**config.mk**
```make
export PLATFORM = sky130hd
export DESIGN_NAME = uart_fifo_drain_sched
export DESIGN_NICKNAME = d
export VERILOG_FILES = /design/src/rtl/uart_fifo_drain_sched.sv
export SDC_FILE = /design/constraint.sdc
export NUM_CORES = 1
export LEC_CHECK = 0
export CORE_MARGIN = 4
export CORE_UTILIZATION = 38
export CTS_CLUSTER_DIAMETER = 200
export DETAILED_ROUTE_END_ITERATION = 10
export PLACE_DENSITY = 0.89
export SLEW_MARGIN = 20
export SYNTH_ARGS = -nofsm -noshare
export SYNTH_HDL_FRONTEND = slang
export SYNTH_SLANG_ARGS = --single-unit
```
**constraint.sdc**
```tcl
create_clock -name clock -period 1.65 [get_ports clock]
set_input_delay 0.165 -clock clock [delete_from_list [all_inputs] [get_ports clock]]
set_output_delay 0.165 -clock clock [all_outputs]
set_load 0.005 [all_outputs]
```
**src/rtl/uart_fifo_drain_sched.sv**
```systemverilog
// Read/write sequencer for the 128x8 UART FIFO: gates host writes, drains bytes to the tx shifter.
// Optional sticky drop counter (ovf_count) enabled by defining UART_FIFO_OVF_COUNT_EN.
module uart_fifo_drain_sched #(
    parameter int unsigned RD_LATENCY = 2,
    parameter int unsigned DATA_WIDTH = 8
) (
    input  logic                  clock,
    input  logic                  reset,
    input  logic                  wr_req,
    input  logic [DATA_WIDTH-1:0] wr_data,
    output logic                  fifo_write_n,
    output logic [DATA_WIDTH-1:0] fifo_data_in,
    output logic                  fifo_read_n,
    input  logic [DATA_WIDTH-1:0] fifo_data_out,
    input  logic                  fifo_full,
    input  logic                  fifo_empty,
    output logic [DATA_WIDTH-1:0] tx_data,
    output logic                  tx_valid,
    input  logic                  tx_ready,
    output logic                  overflow,
`ifdef UART_FIFO_OVF_COUNT_EN
    output logic [7:0]            ovf_count,
`endif
    input  logic                  clr_overflow,
    output logic                  busy
);

    typedef enum logic [1:0] {
        StIdle,
        StRead,
        StWait,
        StPresent
    } state_e;

    localparam logic [2:0] LatInit = 3'(RD_LATENCY);

    state_e                state_q, state_d;
    logic [2:0]            lat_cnt_q, lat_cnt_d;
    logic [DATA_WIDTH-1:0] tx_data_q, tx_data_d;
    logic                  tx_valid_q, tx_valid_d;
    logic                  overflow_q, overflow_d;
    logic                  capture;
    logic                  drop;

    // Full is sampled as-is; a read issued in the same cycle does not rescue the write.
    assign drop         = wr_req & fifo_full;
    assign fifo_write_n = ~(wr_req & ~fifo_full);
    assign fifo_data_in = wr_data;

    assign fifo_read_n = (state_q != StRead);
    assign busy        = (state_q != StIdle);
    assign tx_data     = tx_data_q;
    assign tx_valid    = tx_valid_q;
    assign overflow    = overflow_q;

    always_comb begin
        state_d    = state_q;
        lat_cnt_d  = lat_cnt_q;
        capture    = 1'b0;
        tx_valid_d = tx_valid_q;
        unique case (state_q)
            StIdle: begin
                if (!fifo_empty) begin
                    state_d = StRead;
                end
            end
            StRead: begin
                lat_cnt_d = LatInit;
                state_d   = StWait;
            end
            StWait: begin
                lat_cnt_d = lat_cnt_q - 3'd1;
                if (lat_cnt_q == 3'd1) begin
                    capture    = 1'b1;
                    tx_valid_d = 1'b1;
                    state_d    = StPresent;
                end
            end
            StPresent: begin
                if (tx_valid_q && tx_ready) begin
                    tx_valid_d = 1'b0;
                    state_d    = StIdle;
                end
            end
            default: begin
                state_d = StIdle;
            end
        endcase
        tx_data_d = capture ? fifo_data_out : tx_data_q;
    end

    // Set beats clear when a drop coincides with clr_overflow.
    always_comb begin
        overflow_d = overflow_q;
        if (drop) begin
            overflow_d = 1'b1;
        end else if (clr_overflow) begin
            overflow_d = 1'b0;
        end
    end

    always_ff @(posedge clock or posedge reset) begin
        if (reset) begin
            state_q    <= StIdle;
            lat_cnt_q  <= 3'd0;
            tx_data_q  <= '0;
            tx_valid_q <= 1'b0;
            overflow_q <= 1'b0;
        end else begin
            state_q    <= state_d;
            lat_cnt_q  <= lat_cnt_d;
            tx_data_q  <= tx_data_d;
            tx_valid_q <= tx_valid_d;
            overflow_q <= overflow_d;
        end
    end

`ifdef UART_FIFO_OVF_COUNT_EN
    logic [7:0] ovf_count_q, ovf_count_d;

    always_comb begin
        ovf_count_d = ovf_count_q;
        if (clr_overflow) begin
            ovf_count_d = drop ? 8'd1 : 8'd0;
        end else if (drop && ovf_count_q != 8'hFF) begin
            ovf_count_d = ovf_count_q + 8'd1;
        end
    end

    always_ff @(posedge clock or posedge reset) begin
        if (reset) begin
            ovf_count_q <= 8'd0;
        end else begin
            ovf_count_q <= ovf_count_d;
        end
    end

    assign ovf_count = ovf_count_q;
`endif

endmodule

```
# Yosys cells after proc, flatten, opt, wreduce, memory -nomap -nowiden
# Index checks and enable logic that the tools add are counted.
[word_totals] register_bits=15 latchBits=0 ram_bits=0 rom_bits=0 memories=0
[classes] add_sub_neg=1 n_mul=0 n_div=0 order_cmp=0 n_eq_ne=8 n_shift=0 n_mux=12 bitwise_logic=4 reduce_logical=8
[op_table] op="$pmux 2 s4" n=1
[op_table] op="$reduce_bool 2->1" n=4
[op_table] op="$mux 1" n=6
[op_table] op="$mux 2" n=3
[op_table] op="$ne 2x2->1 const B" n=3
[op_table] op="$pmux 3 s2" n=1
[op_table] op="$reduce_and 3->1" n=2
[op_table] op="$eq 2x2->1 const B" n=2
[op_table] op="$eq 3x1->1 const B" n=1
[op_table] op="$sub 3x1->3 const B" n=1
[op_table] op="$and 1x1->1" n=2
[op_table] op="$eq 2x1->1 const B" n=1
[op_table] op="$logic_not 2->1" n=1
[op_table] op="$ne 2x1->1 const B" n=1
[op_table] op="$not 1->1" n=2
[op_table] op="$pmux 1 s2" n=1
[op_table] op="$logic_and 1x1->1" n=1

# Depth between registers and ports, before layout
[logic_depth] word_depth=3 ltp_mapped=6

# Least setup slack after synthesis
# OpenSTA, ideal clock, no wires.
[synth_timing] path_kind="register -> register" start="register state_q[0]" end="register tx_data_q[0] (netlist: tx_data[0])" setup_time_ps=125 arrival_time_ps=1251 slack_ps=274 stages_incl_launch_ff=6 n_path_buf=1 synth_period_minus_slack_ps=1376 path_cell_list="dfrtp_1 > inv_1 > ha_1 > buf_4 > nand3b_4 > mux2_4"
[synth_via] elab_chain_cells=2
[synth_lines] item="start, declared" line="37" text="state_e state_q, state_d;"
[synth_lines] item="start signal, assigned" line="104" text="state_q <= StIdle;"
[synth_lines] item="start signal, assigned" line="110" text="state_q <= state_d;"
[synth_lines] item="$eq 2x2->1" line="61" text="unique case (state_q)"
[synth_lines] item="$mux 1" line="61"
[synth_lines] item="end signal, assigned" line="112" text="tx_data_q <= tx_data_d;"
[synth_lines] item="end, declared" line="39" text="logic [DATA_WIDTH-1:0] tx_data_q, tx_data_d;"
# Every way passes these cells.
# A chain may end at the register's enable or synchronous reset.

# Worst setup path after layout
[layout_timing] start="register state_q[0]" end="register tx_data_q[3] (netlist: tx_data[3])"
# Same word-level chain as after synthesis.

==> run summary <==
Status -> completed
# IOs -> 44
Die area -> 3014 sq um
CP startpoint -> state_q[0]
Wire per inst -> 14.25 microns
Syn. warnings -> 0
Final ANT Viol Nets -> 0
Final Hold Fails -> 0
Starting DRC count in detailed routing -> 8
Worst-path cell chain -> inv_2 -> ha_1 -> nand3b_4 -> mux2_4
Slowest stage delay, CP -> 0.43 ns
Die height -> 54.90 microns
Synth top cells by count -> 15 x dfrtp_1, 10 x inv_1, 9 x buf_4
P_sw -> 0.0006152 W
Post-synth cell types -> 19
Worst slew margin -> 63.23%
Post-synthesis sequential area ratio -> 44.91%
Root buf cell -> clkbuf_4
P&R area growth vs syn -> 35.78%
Seq pwr share -> 33.9%
Largest net degree at the start of global routing -> 16
Pwr per Cell Area -> 1655 nW/um^2
Int Power -> 0.001263 W
CTS tree -> yes
Hold buffers post-CTS -> 0
ANT cells -> 0
Worst path slowest cell -> dfrtp_1
Vias/cell -> 4.650
GRT Util Overall -> 11.84%
Clock transition at the registers of the reported paths -> 0.09 ns
Fmax -> 672.5 MHz
IO Port Bufs -> 27
Slew @ Worst Pin -> 0.5509 ns
RR Startpoint -> state_q[0]
Vias -> 572
Initial antenna violation count -> 0
First drt pass iteration count -> 2
GPL Wtd Cong -> 0.7603
Max cap viols -> 0
Total negative setup slack -> 0 ns
Share of cells above drive strength 1 -> 19.79%
Clk buf depth -> 2
Clock Skews -> 0.001403 ns
Min cycle time layout -> 1.487 ns
H-tree depth -> 1
Final Max Tran Viols -> 0
Starting Density -> 41.34%
Unrepaired setup endpoints after global routing -> no
EDFF count, synth -> 0
Core box area -> 2022 sq um
WP data required -> 1.83 ns
Sw frac -> 32.75%
Crit path to -> tx_data[3]
Gate power share -> 54.8%
Routed WL -> 1.753 mm
Vias in the first global route -> 593
R2R depth -> 4
Post-layout util -> 56.13%
Yosys reg bits -> 15
Num CTS Buffers -> 3
Period utilization -> 90.12%
Most numerous cell in the Yosys netlist -> dfrtp_1
Mapped Area -> 835.8 sq um
WS Path Type -> reg -> reg
Leak -> 0.5637 nW
Net Count, Synth -> 101
Crit path arrival time -> 1.66 ns
Clk pwr share -> 11.3%
Row Count -> 16
Die Wd -> 54.90 microns
Remaining global-route overflow -> 0
Crit. End Element -> flip-flop
Placed Area -> 1080 sq um
Area leader, netlist -> dfrtp_1
Hold/Removal Path Class -> in -> async
First-pass GRT wire length -> 2.546 mm
Mapped Cells -> 71
Largest cells by area after synthesis -> dfrtp_1 45%, mux2_4 14%, ha_1 10%, buf_4 8.1%, inv_1 4.5%
HPWL Detailed -> 1.464 mm
Post-synth top area share -> 44.91%
Worst setup SP type -> flip-flop
Reg-to-reg setup timing slack -> 0.16 ns
Post-Syn Area per Cell -> 11.77 sq um
Worst-path maximum fanout -> 9
Final Setup Violations -> 0
Clock Latency Late Sink -> 0.29 ns
Worst VDD drop -> 0.6992 mV
Post-synth top flop -> dfrtp_1
DRC -> 0
CTS sink count -> 15
Final instance area -> 1135 sq um
FFs w/ async S/R, synth -> 100.0%
Final #Nets -> 127
RR Endpoint -> tx_data[3]
[metrics by stage]
step                total power (W)  setup WS (ns)  cells  hold slack (ns)
global route               0.002035        0.04821    123           0.2641
floorplan                  0.001186         0.2743     71          0.06648
finish                     0.001878         0.1630    123           0.2181
global placement           0.001555         0.2235    117           0.3301
detailed placement         0.001603         0.1586    117           0.3301
CTS                        0.001898        0.01357    123           0.2477
[state kept, by name, indices dropped and copies added, names as in the netlist]
register	count
overflow	1
tx_data	8
lat_cnt_q	3
tx_valid	1
state_q	2
[worst min path at each step]
| stage | startpoint | endpoint | cells past startpoint |
|---|---|---|---|
| after global routing | reset | tx_data[2] | 2 |
| after floorplan | reset | lat_cnt_q[0] | 1 |
| final | reset | tx_data[2] | 2 |
| after CTS | reset | tx_data[2] | 2 |
| after global placement | wr_data[0] | fifo_data_in[0] | 0 |
| after detailed placement | wr_data[0] | fifo_data_in[0] | 0 |
[layout make-up]
class | instances | area, sq um
fill | 165 | 887.1
sequential | 15 | 375.4
multi-input combinational | 37 | 367.9
timing repair buffer | 30 | 294.0
inverter | 10 | 37.54
tap | 27 | 33.78
clock buffer | 4 | 26.28
[kinds of logic after synthesis]
logic type / share of synthesized area, %
buffers and inverters: 12.57
and+or+nand+nor: 7.636
adders and majority gates: 10.48
AOI/OAI and AO/OA: 8.833
muxes: 15.57
DFF: 44.91
[power by group through the flow]
stage | clock network, W | registers, W | logic (W)
floorplan | 0 | 0.000633 | 0.000553
global placement | 0 | 0.000635 | 0.000920
detailed placement | 0 | 0.000650 | 0.000953
CTS | 0.000218 | 0.000640 | 0.00104
global route | 0.000239 | 0.000656 | 0.00114
finish | 0.000212 | 0.000637 | 0.00103
[worst max-delay path, delay by kind of cell, from the launching register on]
| kind | cells | cell delay (ns) |
|---|---|---|
| buf+inv | 1 | 0.12 |
| flops | 1 | 0.43 |
| mux | 1 | 0.34 |
| fa+ha+maj | 1 | 0.29 |
| simple gates | 1 | 0.20 |
[metal layers]
metal / vias to the layer above / share of wire (%) / global-route usage, %
li1: 276 / - / -
met1: 281 / 36 / 13.04
met2: 13 / 58 / 22.24
met3: 2 / 5.3 / 2.413
met4: 0 / 1.1 / 4.049
met5: - / 0 / 0
[placed cells by master, fill, tap and decap left out, drive strengths merged]
cell           count
nand2              2
nand3              2
dlymetal6s2s       1
a221oi             1
a21oi              2
a21boi             1
mux2i              1
a31oi              1
o21ai              4
nor2               2
nand3b             1
nor2b              1
ha                 7
a2bb2oi            1
nand2b             2
clkdlybuf4s50     25
inv               10
dfrtp             15
clkbuf             4
o22ai              1
dlygate4sd2        1
buf                3
mux2               8
[repair_timing]
action / CTS / global route
buffers inserted: 2 / 0
resized for setup: 5 / 1
setup endpoints to repair: 2 / 1
No activity file was read; power rests on OpenSTA's default activity.
